## src/rtl/bcd_pkg.sv

```systemverilog
// -----------------------------------------------------------------------------
// bcd_pkg
// Shared definitions for the BCD step counter:
//   BCD_DIGITS  - number of packed BCD digits in the count word
//   BCD_MAX     - largest legal value of one BCD digit
//   deb_state_e - debounce FSM state encoding
//   bcd_valid() - true when every nibble of a packed word is a legal digit
// -----------------------------------------------------------------------------
package bcd_pkg;

  localparam int BCD_DIGITS = 4;
  localparam int BCD_MAX    = 9;
  localparam int BCD_W      = BCD_DIGITS * 4;

  typedef enum logic [1:0] {
    IDLE         = 2'd0,
    PRESS_WAIT   = 2'd1,
    HELD         = 2'd2,
    RELEASE_WAIT = 2'd3
  } deb_state_e;

  function automatic logic bcd_valid(input logic [BCD_W-1:0] value);
    logic ok;
    ok = 1'b1;
    for (int i = 0; i < BCD_DIGITS; i++) begin
      if (value[i*4 +: 4] > 4'(BCD_MAX)) ok = 1'b0;
    end
    return ok;
  endfunction

endpackage

```

## src/rtl/bcd_digit_step.sv

```systemverilog
// -----------------------------------------------------------------------------
// bcd_digit_step
// Combinational single-digit BCD adder used as one stage of a ripple chain.
//   digit_in  - current BCD digit (0-9)
//   addend    - value added to this digit (0-2; non-zero only on the LSD)
//   carry_in  - carry from the next less significant digit
//   digit_out - resulting BCD digit
//   carry_out - set when the sum exceeded BCD_MAX
// -----------------------------------------------------------------------------
module bcd_digit_step
  import bcd_pkg::*;
(
  input  logic [3:0] digit_in,
  input  logic [1:0] addend,
  input  logic       carry_in,
  output logic [3:0] digit_out,
  output logic       carry_out
);

  logic [4:0] sum;

  always_comb begin
    sum = {1'b0, digit_in} + {3'b000, addend} + {4'b0000, carry_in};
    if (sum > 5'(BCD_MAX)) begin
      digit_out = 4'(sum - 5'd10);
      carry_out = 1'b1;
    end else begin
      digit_out = sum[3:0];
      carry_out = 1'b0;
    end
  end

endmodule

```

## src/rtl/bcd_step_counter.sv

```systemverilog
// -----------------------------------------------------------------------------
// bcd_step_counter
// Four-digit BCD counter advanced by a debounced push button.
//   CLOCK_50    - sole clock, all state on rising edge
//   RESET_N     - asynchronous active-low reset
//   step_key_n  - raw push button, low = pressed, asynchronous
//   mode        - step size: 0 = +1, 1 = +2
//   enable      - when low, accepted presses leave count untouched
//   load        - synchronous load strobe (wins over a press in the same cycle)
//   load_value  - packed BCD load value, [15:12] most significant
//   count       - packed BCD count
//   step_pulse  - one cycle high when count first shows a stepped value
//   wrap        - one cycle high with step_pulse when the count passed 9999
//   load_err    - one cycle high when a load carried a non-BCD digit
// -----------------------------------------------------------------------------
module bcd_step_counter
  import bcd_pkg::*;
#(
  parameter int DEBOUNCE_CYCLES = 1000000
) (
  input  logic        CLOCK_50,
  input  logic        RESET_N,
  input  logic        step_key_n,
  input  logic        mode,
  input  logic        enable,
  input  logic        load,
  input  logic [15:0] load_value,
  output logic [15:0] count,
  output logic        step_pulse,
  output logic        wrap,
  output logic        load_err
);

  localparam int            CW    = $clog2(DEBOUNCE_CYCLES + 1);
  localparam logic [CW-1:0] DEB_N = CW'(DEBOUNCE_CYCLES);

  // Two-flop synchronizer; both flops reset to the released level.
  logic sync1_q, sync2_q;
  logic key_low;

  deb_state_e    state_q, state_d;
  logic [CW-1:0] cnt_q, cnt_d;
  logic [CW-1:0] cnt_inc;
  logic          run_done;
  logic          accept;

  logic [15:0]   count_q, count_d;
  logic          step_pulse_q, step_pulse_d;
  logic          wrap_q, wrap_d;
  logic          load_err_q, load_err_d;

  logic [1:0]    step_addend;
  logic [15:0]   stepped;
  logic [BCD_DIGITS:0] carry;

  assign key_low = ~sync2_q;

  // cnt_q counts consecutive samples of the level being qualified; the
  // current sample is included, so the run completes when cnt_q+1 reaches N.
  assign cnt_inc  = cnt_q + 1'b1;
  assign run_done = (cnt_inc == DEB_N);

  always_comb begin
    state_d = state_q;
    cnt_d   = cnt_q;
    accept  = 1'b0;
    case (state_q)
      IDLE: begin
        if (key_low) begin
          if (run_done) begin
            state_d = HELD;
            cnt_d   = '0;
            accept  = 1'b1;
          end else begin
            state_d = PRESS_WAIT;
            cnt_d   = cnt_inc;
          end
        end
      end
      PRESS_WAIT: begin
        if (!key_low) begin
          state_d = IDLE;
          cnt_d   = '0;
        end else if (run_done) begin
          state_d = HELD;
          cnt_d   = '0;
          accept  = 1'b1;
        end else begin
          cnt_d = cnt_inc;
        end
      end
      HELD: begin
        if (!key_low) begin
          if (run_done) begin
            state_d = IDLE;
            cnt_d   = '0;
          end else begin
            state_d = RELEASE_WAIT;
            cnt_d   = cnt_inc;
          end
        end
      end
      RELEASE_WAIT: begin
        // A low sample here is contact bounce on release: go back to HELD
        // without raising another accept.
        if (key_low) begin
          state_d = HELD;
          cnt_d   = '0;
        end else if (run_done) begin
          state_d = IDLE;
          cnt_d   = '0;
        end else begin
          cnt_d = cnt_inc;
        end
      end
      default: begin
        state_d = IDLE;
        cnt_d   = '0;
      end
    endcase
  end

  // Ripple chain: only the least significant digit sees the step addend.
  assign step_addend = mode ? 2'd2 : 2'd1;
  assign carry[0]    = 1'b0;

  generate
    for (genvar gi = 0; gi < BCD_DIGITS; gi++) begin : g_digit
      logic [1:0] addend;
      if (gi == 0) begin : g_lsd
        assign addend = step_addend;
      end else begin : g_upper
        assign addend = 2'd0;
      end
      bcd_digit_step u_digit (
        .digit_in  (count_q[gi*4 +: 4]),
        .addend    (addend),
        .carry_in  (carry[gi]),
        .digit_out (stepped[gi*4 +: 4]),
        .carry_out (carry[gi+1])
      );
    end
  endgenerate

  always_comb begin
    count_d      = count_q;
    step_pulse_d = 1'b0;
    wrap_d       = 1'b0;
    load_err_d   = 1'b0;
    if (load) begin
      // A load in the accept cycle swallows the step entirely.
      if (bcd_valid(load_value)) count_d = load_value;
      else                       load_err_d = 1'b1;
    end else if (accept && enable) begin
      count_d      = stepped;
      step_pulse_d = 1'b1;
      wrap_d       = carry[BCD_DIGITS];
    end
  end

  always_ff @(posedge CLOCK_50 or negedge RESET_N) begin
    if (!RESET_N) begin
      sync1_q      <= 1'b1;
      sync2_q      <= 1'b1;
      state_q      <= IDLE;
      cnt_q        <= '0;
      count_q      <= 16'h0000;
      step_pulse_q <= 1'b0;
      wrap_q       <= 1'b0;
      load_err_q   <= 1'b0;
    end else begin
      sync1_q      <= step_key_n;
      sync2_q      <= sync1_q;
      state_q      <= state_d;
      cnt_q        <= cnt_d;
      count_q      <= count_d;
      step_pulse_q <= step_pulse_d;
      wrap_q       <= wrap_d;
      load_err_q   <= load_err_d;
    end
  end

  assign count      = count_q;
  assign step_pulse = step_pulse_q;
  assign wrap       = wrap_q;
  assign load_err   = load_err_q;

endmodule

```

## config.mk

```make
export PLATFORM = sky130hd
export DESIGN_NAME = bcd_step_counter
export DESIGN_NICKNAME = d
export VERILOG_FILES = /design/src/rtl/bcd_pkg.sv /design/src/rtl/bcd_digit_step.sv /design/src/rtl/bcd_step_counter.sv
export SDC_FILE = /design/constraint.sdc
export NUM_CORES = 1
export LEC_CHECK = 0
export ABC_AREA = 1
export CORE_MARGIN = 2
export CORE_UTILIZATION = 57
export CTS_CLUSTER_DIAMETER = 40
export CTS_CLUSTER_SIZE = 10
export DETAILED_ROUTE_END_ITERATION = 7
export GPL_TIMING_DRIVEN = 1
export PLACE_DENSITY_LB_ADDON = 0.2
export SLEW_MARGIN = 5
export SYNTH_ARGS = -nofsm -noshare
export SYNTH_HDL_FRONTEND = slang
export SYNTH_SLANG_ARGS = --single-unit
```

## constraint.sdc

```tcl
create_clock -name CLOCK_50 -period 8.1 [get_ports CLOCK_50]
set_clock_uncertainty 0.15 [all_clocks]
set_input_delay 2.025 -clock CLOCK_50 [delete_from_list [all_inputs] [get_ports CLOCK_50]]
set_output_delay 2.025 -clock CLOCK_50 [all_outputs]
set_load 0.01 [all_outputs]
```

==> results.yml <==
placed_design:
  portBuffers: 40
  dp_hpwl_um: 6256
  gp_congestion: 0.8980
  post-place-ws_ns: -0.2092
die:
  dieHeight_um: 81.37
  dieArea_um2: 6621
  core_area_um2: 5851
  die_x_um: 81.37
  io_pins: 41
  row_count: 28
  start_util: 0.5832
sta:
  layout_worst_path_cycle_share: 0.9192
  finalSetupTns_ns: 0
  postLayoutSetupSlackWorst_ns: 0.6548
  tightestPinTransition_ns: 0.9744
  slew_violations: 0
  rsz0062_at_grt: "no"
  final-hold-violation-count: 0
  holdWs_ns: 0.2112
  setup_violations: 0
  max_freq_mhz: 134.3
  slew_headroom: 0.3504
  fin_crit_ns: 7.445
clock_network:
  clkTransAtPathRegs_ns: 0.09
  postCtsHoldBufs: 0
  clkLatencyLatePin_ns: 0.31
  cts_buffers: 5
  cts_buffer_depth: 2
  cts_root_buf: "clkbuf_8"
  tritoncts: "built"
  cts_sinks: 43
  cts_max_level: 2
cells_and_area:
  ff_latch_area_um2: 1079
  postLayoutCoreUtil: 0.6927
  multi_input_area_um2: 2118
  drive_above_1_share: 0.07143
  fillers: 528
  syn_to_final_growth_pct: 18.78
  n_antenna_cell: 0
  layout.nets: 598
detailed_routing:
  routedWlPerCell_um: 13.77
  totalWireLength_um: 8747
  drtAntennaViolNets: 0
  drcViolationCount: 0
  via_count: 3578
  drtIter0Drc: 355
  vias_per_cell: 5.635
  firstDrtPassIters: 5
setup_path:
  crit_arrival_ns: 7.49
  crit_type: "in -> reg"
  cp_slowest_cell: "fa_2"
  critPathBufInv: 6
  crit_path_end_kind: "register"
  cpMostUsedCell: "nand2_1"
  path_delay_family: "adder cells"
  critPathMaxFanout: 4
  crit_required_ns: 8.15
  cp-start-kind: "input port"
  critPathMaxStageDelay_ns: 0.43
status:
  run_status: "finished clean"
global_routing:
  grt.overflow.total: 0
  grt_max_degree: 44
  grt_pass1_wl_um: 14070
  grt_pass1_vias: 3269
  antenna_found_initial: 0
  grtUsageTotal: 0.2730
power_and_ir_drop:
  p_total_w: 0.0009347
  irDropWorstVdd_mv: 0.1763
  power-per-cell-area_nw_per_um2: 230.6
  power.leakage_nw: 1.976
yosys:
  synth.cell_area_um2: 3412
  synth_nets: 560
  avgSynthCellArea_um2: 6.549
  syn_inst: 521
  synth.distinct_cells: 32
  yosysWarningCount: 0
  ys_seq_area_frac: 0.3161
  ys_ff_latch: 43
flow_run:
  max_cap_viol_count: 0
hold_path:
  min_path_type: "reg -> reg"
-- logic make-up (layout without fill, tap and decap cells) --
logic type               Yosys count  count (layout)  synth area share
AO/OA/AOI/OAI                     53              53           0.09204
XOR/XNOR                          13              13           0.03557
adder cells (fa/ha/maj)           17              17           0.06454
buffers and inverters             70             109           0.08141
flip-flops                        43              43            0.3161
AND/OR/NAND/NOR                  325             325            0.4103
-- what timing repair did --
item,in CTS,in global routing
buffers inserted,0,3
setup endpoints to repair,0,4
resized for setup,0,15
-- metal layers --
metal	vias up	global-route usage	part of all wire
met5	-	0	0
met4	0	0.08305	0.017
met2	129	0.4820	0.49
met3	15	0.04333	0.057
met1	1656	0.3408	0.43
li1	1778	-	-
-- worst paths after layout --
check / from / endpoint / slack (ns) / depth (start not counted)
setup / recovery: mode / count[15]$_DFFE_PN0P_ / 0.65 / 41
hold / removal: sync1_q$_DFF_PN1_ / sync2_q$_DFF_PN1_ / 0.21 / 0
setup reg to reg: count[0]$_DFFE_PN0P_ / count[15]$_DFFE_PN0P_ / 2.17 / 39
hold reg to reg: sync1_q$_DFF_PN1_ / sync2_q$_DFF_PN1_ / 0.21 / 0
max in group asynchronous: RESET_N / count[12]$_DFFE_PN0P_ / 5.48 / 1
min in group asynchronous: RESET_N / cnt_q[5]$_DFFE_PN0P_ / 1.72 / 1
-- cells in the final DEF, fill, tap and decap left out, types with 8 or more instances in the layout --
cell type,count
clkdlybuf4s50_1,38
inv_1,52
a21oi_1,9
nand2_1,177
o21ai_0,23
o211ai_1,10
nand4_1,8
dfrtp_1,41
nor2_1,46
ha_1,11
nand3_1,69
-- power by group --
part           switching, W  total, W  internal (W)
combinational      0.000244  0.000457      0.000212
sequential        0.0000534  0.000303      0.000250
clock             0.0000824  0.000174     0.0000920
-- registers in the layout (all words and copies together), names as in the netlist --
signal	count
wrap	1
step_pulse	1
state_q	2
load_err	1
cnt_q	20
count	16
sync1_q	1
sync2_q	1
-- cells in the mapped netlist, drive strengths merged --
master / count / area share
or2: 1 / 0.0018
nand2: 180 / 0.20
nand4: 9 / 0.021
fa: 1 / 0.0059
nand3: 71 / 0.11
xor2: 6 / 0.015
nor3: 6 / 0.0088
o22ai: 1 / 0.0018
a21oi: 9 / 0.013
clkbuf: 11 / 0.012
clkinv: 2 / 0.0022
dfstp: 2 / 0.015
nor2: 52 / 0.062
ha: 16 / 0.059
dfrtp: 41 / 0.30
nand3b: 1 / 0.0022
inv: 53 / 0.058
o211ai: 10 / 0.022
o21bai: 3 / 0.0066
a211oi: 1 / 0.0022
o31ai: 4 / 0.0088
xnor2: 7 / 0.020
a31oi: 2 / 0.0037
buf: 4 / 0.0088
o21ai: 23 / 0.034
nor4: 5 / 0.0092
-- metrics by stage --
| step | instances | area (um^2) |
|---|---|---|
| after floorplan | 521 | 3412 |
| final | 635 | 4053 |
| after CTS | 632 | 3965 |
| after detailed placement | 624 | 3852 |
| after global routing | 635 | 4053 |
| after global placement | 624 | 3852 |
-- worst register-to-register path: cells and delay by family, from the launching register on --
family                   cells  cell delay (ns)
AO/OA/AOI/OAI                1             0.25
XOR/XNOR                     4             0.72
adder cells (fa/ha/maj)     12             2.54
buffers and inverters        4             0.33
flip-flops                   1             0.40
AND/OR/NAND/NOR             18             1.46
-- cell type report --
cell class                 count  share of cell area
clock buffer                   5             0.01698
clock inverter                 3             0.01081
timing repair buffer          46              0.1093
sequential                    43              0.2661
multi-input combinational    408              0.5227
tap                           75             0.02316
inverter                      55             0.05094
(Power assumes the default switching activity.)
